==> config.mk <==
export PLATFORM = sky130hd
export DESIGN_NAME = mem_stage
export DESIGN_NICKNAME = d
export VERILOG_FILES = /design/src/rtl/mem_stage.sv
export SDC_FILE = /design/constraint.sdc
export NUM_CORES = 1
export LEC_CHECK = 0
export ABC_AREA = 0
export BUFFER_PORTS_ARGS = -buffer_cell sky130_fd_sc_hd__buf_4
export CORE_ASPECT_RATIO = 0.6
export CORE_MARGIN = 2
export CORE_UTILIZATION = 45
export CTS_CLUSTER_SIZE = 10
export DETAILED_ROUTE_END_ITERATION = 10
export PLACE_DENSITY = 0.89
export RECOVER_POWER = 25
export SLEW_MARGIN = 30
export SYNTH_ARGS = -nofsm -noshare
export SYNTH_HDL_FRONTEND = slang
export SYNTH_SLANG_ARGS = --single-unit
==> constraint.sdc <==
create_clock -name clk -period 3.16 [get_ports clk]
set_input_delay 0.158 -clock clk [delete_from_list [all_inputs] [get_ports clk]]
set_output_delay 0.158 -clock clk [all_outputs]
set_load 0.005 [all_outputs]
==> src/rtl/mem_stage.sv <==
`default_nettype none
// ============================================================================
//  Module      : mem_stage
//  Description : Load/store unit. Issues one data-memory access per load or
//                store instruction over a req/gnt/rvalid handshake, aligns and
//                extends load data, stalls the pipeline until the access ends,
//                and reports misaligned/illegal accesses and bus timeouts.
//  Revision    : 1.0 - initial release
// ============================================================================
module mem_stage #(
    parameter int TIMEOUT_CYCLES = 64
) (
    input  logic        clk,
    input  logic        rst,
    input  logic        valid_in,
    input  logic        mem_read,
    input  logic        mem_write,
    input  logic [2:0]  func3,
    input  logic [31:0] addr,
    input  logic [31:0] wdata,
    output logic        stall,
    output logic [31:0] load_data,
    output logic        load_valid,
    output logic        misaligned,
    output logic        bus_err,
    output logic        dmem_req,
    output logic        dmem_we,
    output logic [31:0] dmem_addr,
    output logic [3:0]  dmem_be,
    output logic [31:0] dmem_wdata,
    input  logic        dmem_gnt,
    input  logic        dmem_rvalid,
    input  logic [31:0] dmem_rdata
);

    localparam int                 C_CNT_W     = $clog2(TIMEOUT_CYCLES + 1);
    localparam logic [C_CNT_W-1:0] C_CNT_LIMIT = C_CNT_W'(TIMEOUT_CYCLES);

    typedef enum logic [1:0] {
        S_IDLE = 2'd0,
        S_REQ  = 2'd1,
        S_WAIT = 2'd2,
        S_DONE = 2'd3
    } state_t;

    state_t               state_q,   state_d;
    logic                 we_q,      we_d;
    logic [1:0]           off_q,     off_d;
    logic [2:0]           func3_q,   func3_d;
    logic                 req_q,     req_d;
    logic [31:0]          daddr_q,   daddr_d;
    logic [3:0]           be_q,      be_d;
    logic [31:0]          wdata_q,   wdata_d;
    logic [C_CNT_W-1:0]   cnt_q,     cnt_d;
    logic                 tout_q,    tout_d;
    logic [31:0]          ldata_q,   ldata_d;
    logic                 mis_q,     mis_d;

    logic                 w_access;
    logic                 w_both;
    logic                 w_store;
    logic                 w_f3_bad;
    logic                 w_unaligned;
    logic                 w_fault;
    logic                 w_start;
    logic [3:0]           w_be;
    logic [31:0]          w_wdata;
    logic [7:0]           w_byte;
    logic [15:0]          w_half;
    logic [31:0]          w_ext;

    // Decode the incoming instruction: legality, byte enables, lane-replicated store data
    always_comb begin
        w_access    = valid_in & (mem_read | mem_write);
        w_both      = mem_read & mem_write;
        w_store     = mem_write & ~mem_read;
        case (func3)
            3'b000, 3'b001, 3'b010: w_f3_bad = 1'b0;
            3'b100, 3'b101:         w_f3_bad = w_store;   // unsigned stores do not exist
            default:                w_f3_bad = 1'b1;
        endcase
        w_unaligned = ((func3[1:0] == 2'b01) & addr[0]) |
                      ((func3[1:0] == 2'b10) & (addr[1:0] != 2'b00));
        w_fault     = w_access & (w_both | w_f3_bad | w_unaligned);
        w_start     = w_access & ~w_fault;
        case (func3[1:0])
            2'b00: begin
                w_be    = 4'b0001 << addr[1:0];
                w_wdata = {4{wdata[7:0]}};
            end
            2'b01: begin
                w_be    = addr[1] ? 4'b1100 : 4'b0011;
                w_wdata = {2{wdata[15:0]}};
            end
            default: begin
                w_be    = 4'b1111;
                w_wdata = wdata;
            end
        endcase
    end

    // Pick the addressed byte/half from the returned word and extend it
    always_comb begin
        case (off_q)
            2'd0:    w_byte = dmem_rdata[7:0];
            2'd1:    w_byte = dmem_rdata[15:8];
            2'd2:    w_byte = dmem_rdata[23:16];
            default: w_byte = dmem_rdata[31:24];
        endcase
        w_half = off_q[1] ? dmem_rdata[31:16] : dmem_rdata[15:0];
        case (func3_q)
            3'b000:  w_ext = {{24{w_byte[7]}}, w_byte};
            3'b001:  w_ext = {{16{w_half[15]}}, w_half};
            3'b100:  w_ext = {24'd0, w_byte};
            3'b101:  w_ext = {16'd0, w_half};
            default: w_ext = dmem_rdata;
        endcase
    end

    // Access sequencing: next state plus next values of every registered output
    always_comb begin
        state_d = state_q;
        we_d    = we_q;
        off_d   = off_q;
        func3_d = func3_q;
        req_d   = req_q;
        daddr_d = daddr_q;
        be_d    = be_q;
        wdata_d = wdata_q;
        cnt_d   = cnt_q;
        tout_d  = tout_q;
        ldata_d = ldata_q;
        mis_d   = 1'b0;
        case (state_q)
            S_IDLE: begin
                if (w_start) begin
                    state_d = S_REQ;
                    req_d   = 1'b1;
                    we_d    = mem_write;
                    off_d   = addr[1:0];
                    func3_d = func3;
                    daddr_d = {addr[31:2], 2'b00};
                    be_d    = w_be;
                    wdata_d = w_wdata;
                    cnt_d   = '0;
                    tout_d  = 1'b0;
                end else if (w_fault) begin
                    mis_d = 1'b1;
                end
            end
            S_REQ: begin
                cnt_d = cnt_q + 1'b1;
                if (dmem_gnt) begin
                    req_d = 1'b0;
                    if (we_q) begin
                        state_d = S_DONE;
                    end else if (dmem_rvalid) begin
                        ldata_d = w_ext;
                        state_d = S_DONE;
                    end else begin
                        state_d = S_WAIT;
                    end
                end else if (cnt_q == C_CNT_LIMIT) begin
                    req_d   = 1'b0;
                    tout_d  = 1'b1;
                    ldata_d = '0;
                    state_d = S_DONE;
                end
            end
            S_WAIT: begin
                cnt_d = cnt_q + 1'b1;
                if (dmem_rvalid) begin
                    ldata_d = w_ext;
                    state_d = S_DONE;
                end else if (cnt_q == C_CNT_LIMIT) begin
                    tout_d  = 1'b1;
                    ldata_d = '0;
                    state_d = S_DONE;
                end
            end
            default: begin
                // Finished instruction may still be on valid_in; it must not restart
                state_d = S_IDLE;
                tout_d  = 1'b0;
            end
        endcase
    end

    // State and datapath registers
    always_ff @(posedge clk or posedge rst) begin
        if (rst) begin
            state_q <= S_IDLE;
            we_q    <= 1'b0;
            off_q   <= 2'd0;
            func3_q <= 3'd0;
            req_q   <= 1'b0;
            daddr_q <= '0;
            be_q    <= '0;
            wdata_q <= '0;
            cnt_q   <= '0;
            tout_q  <= 1'b0;
            ldata_q <= '0;
            mis_q   <= 1'b0;
        end else begin
            state_q <= state_d;
            we_q    <= we_d;
            off_q   <= off_d;
            func3_q <= func3_d;
            req_q   <= req_d;
            daddr_q <= daddr_d;
            be_q    <= be_d;
            wdata_q <= wdata_d;
            cnt_q   <= cnt_d;
            tout_q  <= tout_d;
            ldata_q <= ldata_d;
            mis_q   <= mis_d;
        end
    end

    assign stall      = ((state_q == S_IDLE) & w_start) | (state_q == S_REQ) | (state_q == S_WAIT);
    assign load_valid = (state_q == S_DONE) & ~we_q & ~tout_q;
    assign bus_err    = (state_q == S_DONE) & tout_q;
    assign load_data  = ldata_q;
    assign misaligned = mis_q;
    assign dmem_req   = req_q;
    assign dmem_we    = we_q;
    assign dmem_addr  = daddr_q;
    assign dmem_be    = be_q;
    assign dmem_wdata = wdata_q;

endmodule
`default_nettype wire

---- After elaboration in Yosys (flattened, before gate mapping) ----
Index checks and enable logic that the tools add are counted.
word-level totals
  bits in registers ....................... 116
  bits in latches ......................... 0
  memory bits (writable) .................. 0
  ROM bits ................................ 0
  input bits .............................. 106
  output and inout port bits .............. 106
  logic and storage cells ................. 107
  memories ................................ 0
cells by class
  add/subtract/negate cells ............... 1
  multiply operators ...................... 0
  div/mod/pow operators ................... 0
  $lt $le $gt $ge ......................... 0
  equality and inequality tests ........... 21
  shifts and indexed selects .............. 1
  multiplexer cells ....................... 34
  bitwise operators ....................... 21
  reduce and logical (&&, ||, !) cells .... 17
operators with widths
  cell                   number
  $mux W32               5
  $pmux W32 S2           2
  $pmux W32 S4           1
  $pmux W8 S3            1
  $mux W16               1
  $pmux W7 S2            1
  $eq A3 B3 Y1 const B   4
  $mux W1                12
  $and A1 B1 Y1          11
  $ne A3 B3 Y1 const B   3
  $reduce_and A3 Y1      3
  $eq A2 B2 Y1 const B   4
  $mux W2                4
  $pmux W4 S2            1
  $reduce_bool A2 Y1     4
  $add A7 B1 Y7 const B  1
  $eq A7 B7 Y1 const B   1
  $mux W7                1
  $eq A2 B1 Y1 const B   3
  $eq A3 B1 Y1 const B   2
  $logic_not A2 Y1       3
  $logic_not A3 Y1       2
  $ne A2 B2 Y1 const B   3
  $or A1 B1 Y1           6
  other kinds (10)       16

---- Depth between registers and ports, before layout ----
  depth in word-level cells ............... 11
  depth in mapped cells ................... 9
  mapped depth without buffers ............ 7

---- Worst setup path after synthesis ----
OpenSTA, ideal clock, no wires.
  path type ............................... register to register
  start ................................... register state_q[1]
  end ..................................... register ldata_q[15], in the netlist load_data[15]
  library setup time ...................... 0.078 ns
  arrival ................................. 1.624 ns
  data required time ...................... 3.082 ns
  setup slack ............................. 1.458 ns
  stages on the path, launching flop included .. 8
  buffers on the path ..................... 1
  clock period less this slack ............ 1.702 ns
  cells stage by stage .................... dfrtp_1 -> inv_1 -> ha_1 -> nand2_1 -> and2_1 -> o221ai_2 -> buf_2 -> o2bb2ai_1
between the ends
  word-level cells in the longest chain between the ends .. 3
  elaborated cells on any way between the ends .. 7
  classes of those cells .................. eq/ne (4); mux (1); reduce/logical (2)
RTL lines
  what                                                                        line  source
  start: declaration                                                          46    state_t state_q, state_d;
  start signal: assignment                                                    205   state_q <= state_d;
  $eq A2 B1 Y1 / $eq A2 B2 Y1 (equally long branches)                         134   case (state_q)
  $ne A3 B3 Y1 (no source line) / $reduce_bool A2 Y1 (equally long branches)  -
  $reduce_and A3 Y1 (no source line)                                          -
  end signal: assignment                                                      215   ldata_q <= ldata_d;
  end: declaration                                                            56    logic [31:0] ldata_q, ldata_d;
Parallel ways exist; a longest one is shown, timed or not.
A chain may end at the register's enable or synchronous reset.

---- Worst setup path in the final report ----
  start ................................... register state_q[0]
  end ..................................... register cnt_q[4]
between the ends
  word-level cells in the longest chain between the ends .. 4
  elaborated cells on any way between the ends .. 8
  classes of those cells .................. eq/ne (3); mux (1); reduce/logical (4)
RTL lines
  what                                                 line  source
  $eq A2 B1 Y1 / $eq A2 B2 Y1 (equally long branches)  134
  $reduce_or A2 Y1 (no source line)                    -
  $reduce_bool A2 Y1 (no source line)                  -
  $reduce_and A2 Y1 (no source line)                   -
  end signal: assignment                               213   cnt_q <= cnt_d;
  end: declaration                                     54    logic [C_CNT_W-1:0] cnt_q, cnt_d;
Parallel ways exist; a longest one is shown, timed or not.

==> flow_summary_export.csv <==
group,metric,value,unit
placed_design,place_congestion,0.847,
die,die-area,13500,um2
logic_synthesis,yosys-top-cells-count,"nand2_1, dfrtp_1, a21oi_1",
finish,nets,956,
sta,max_freq,427,MHz
sta,setup_viol,0,
critical_path,cp.arrival,2.68,ns
critical_path,path_class,"flip-flop to flip-flop",
clock_network,cts_root_buf,"clkbuf_16",
run_status,outcome,"finished, final reports clean",
logic_synthesis,yosysWarnings,0,
grt,antenna_found_initial,0,
critical_path,r2r-end,"cnt_q[4]$_DFFE_PP0P_",
logic_synthesis,synthArstFlopShare,1.00,
power_and_ir_drop,p_leak,0.00417,uW
detailed_routing,routed_wl,18.1,mm
sta,rsz0062_at_grt,"false",
clock_network,cts_sinks,116,
logic_synthesis,postSynthAreaPerCell,9.33,um2
sta,min_period_over_period,0.741,
critical_path,cp-endpoint,"cnt_q[4]$_DFFE_PP0P_",
sta,skew,0.0102,ns
sta,tightestPinTransition,1.40,ns
die,die_h,91.0,um
placed_design,io_buffers,209,
critical_path,critical_path.endpoint_type,"flip-flop",
detailed_routing,num_vias,5503,
finish,antenna_cells,0,
power_and_ir_drop,vdd_drop_max,500,uV
grt,grt_pass1_wl,29.2,mm
finish,final_layout_size_suffix_gt1_frac,0.299,
critical_path,rrSetupSlack,0.82,ns
detailed_routing,antenna_left,0,
power_and_ir_drop,p_total,8100,uW
sta,fin_tns_setup,0,ns
placed_design,dpl.hpwl,11.8,mm
detailed_routing,wl_per_cell,17.7,um
critical_path,startpoint_type,"flip-flop",
power_and_ir_drop,powerDensity,974,nW/um2
finish,seq_area,2900,um2
logic_synthesis,synth_seq_cells,116,
grt,grt_use_total,0.274,
logic_synthesis,synth_top_area_frac,0.512,
clock_network,path_clk_slew,0.05,ns
clock_network,htreeDepth,4,
critical_path,path_max_fanout,14,
detailed_routing,drtPass1Iterations,5,
critical_path,startpoint,"state_q[0]$_DFFE_PP0P_",
flow_run,drv_cap,0,
logic_synthesis,syn_area,5670,um2
critical_path,cp_data_required_time,3.50,ns
logic_synthesis,synth_top_cell_by_area,"dfrtp_1",
detailed_routing,avgViaCountPerCell,5.40,
logic_synthesis,synth_most_common_cell,"nand2_1",
die,initial_core_util,0.466,
die,die_x,149,um
clock_network,cts_made_buffers,17,
sta,finalCriticalPeriod,2.34,ns
logic_synthesis,dominantRegCellSynth,"dfrtp_1",
min_path,min_path_type,"input port to flip-flop",
sta,hold_viol_final,0,
clock_network,cts_hold_buffers,40,
clock_network,postCtsSetupBuffers,0,
clock_network,cts_resized,0,
logic_synthesis,ys_seq_area_frac,0.512,
sta,max_slew_margin,0.0621,
grt,first_global_vias,5644,
logic_synthesis,ys_types,52,
logic_synthesis,netlist_instances,608,
die,num_rows,31,
die,core,12200,um2
clock_network,ctsLongestPathBuffers,2,
critical_path,ff2ff_path_depth,6,
die,io_pins,212,
grt,grt_overflow,0,
finish,area_growth,46.5,%
detailed_routing,drt-initial-drc-count,393,
grt,grt_max_degree,87,
critical_path,timing.rr.start,"state_q[0]$_DFFE_PP0P_",
clock_network,cts_tree,"yes",
clock_network,clock_latency,0.41,ns
finish,multi_input_area,2530,um2
finish,fill_cells,918,
detailed_routing,route.detailed.drc,0,
sta,slew_viol_final,0,
logic_synthesis,synthTopCellsByArea,"dfrtp_1, nand2_1, a21oi_1, mux2i_1, o2bb2ai_1",
logic_synthesis,synth_edf_count,0,
cell families (layout without fill, tap and decap cells):
group                      count (synthesis)  count (layout)  share of synthesized area
AOI/OAI and AO/OA                        155             155                      0.181
and+or+nand+nor                          246             246                      0.188
other                                      1               2                   0.000661
buffers and inverters                     54             300                     0.0468
muxes                                     28              28                     0.0540
DFF                                      116             116                      0.512
adders and majority gates                  8               8                     0.0176
worst max-delay path, cell delays in order (launching register included):
cell      delay, ns
dfrtp_1        0.43
inv_1          0.13
ha_1           0.23
o211ai_1       0.21
o21ai_1        0.79
nor4b_1        0.35
a211o_1        0.14
placed cells by master, fill, tap and decap left out, types with 8 or more instances in the layout:
cell           netlist  layout
o21ai_0             30      30
o2bb2ai_1           25      25
a221o_1              9       9
mux2i_1             25      25
nor2b_1             11      11
clkbuf_4             0      51
dlygate4sd3_1        0      40
dfrtp_1            116     116
inv_1               12      11
nand2_1            172     172
ha_1                 8       8
clkbuf_16            0      17
nor2_1              31      30
buf_4                3     159
a21oi_1             50      50
metal layers:
layer / GRT usage / wire [um] / part of all wire
met5: 0 / 0 / 0
met4: 0.0905 / 298 / 0.016
met3: 0.0779 / 1770 / 0.098
met2: 0.431 / 8420 / 0.47
met1: 0.368 / 7600 / 0.42
stage by stage:
step / std cells / hold slack, ns / instance area [um2] / utilization / setup WS, ns
CTS: 1020 / 0.00204 / 8320 / 0.683 / 0.851
finish: 1020 / 0.0166 / 8310 / 0.682 / 0.818
detailed placement: 948 / 0.299 / 7330 / 0.602 / 0.874
floorplan: 609 / 0.263 / 5680 / - / 1.46
global placement: 948 / 0.294 / 7320 / 0.601 / 0.849
global route: 1020 / 0.0222 / 8310 / 0.682 / 0.652
power breakdown:
group / switching, uW / internal [uW] / total [uW]
logic: 1620 / 1690 / 3310
registers: 634 / 2210 / 2850
clock network: 664 / 1270 / 1940
total: 2920 / 5180 / 8100
how the worst min path moves through the flow:
stage,cells past startpoint,endpoint,start
floorplan,2,dmem_addr[10]$_DFFE_PP0P_,addr[10]
global placement,2,cnt_q[5]$_DFFE_PP0P_,rst
detailed placement,2,misaligned$_DFF_PP0_,rst
CTS,3,off_q[0]$_DFFE_PP0P_,addr[0]
global route,3,off_q[0]$_DFFE_PP0P_,addr[0]
finish,3,off_q[1]$_DFFE_PP0P_,addr[1]
flip-flops by register name, indices dropped and copies added (netlist names), 2 cells and up:
register and flops:
off_q 2, load_data 32, cnt_q 7, state_q 2
dmem_wdata 32, dmem_be 4, func3_q 3, dmem_addr 30
area by class of cell:
| type | instances | share of cell area |
|---|---|---|
| Sequential cell | 116 | 0.349 |
| Multi-Input combinational cell | 439 | 0.304 |
| Timing Repair Buffer | 256 | 0.244 |
| Clock buffer | 22 | 0.0558 |
| Tap cell | 165 | 0.0248 |
| Clock inverter | 10 | 0.0157 |
| Inverter | 12 | 0.00557 |
(Power assumes the default switching activity.)
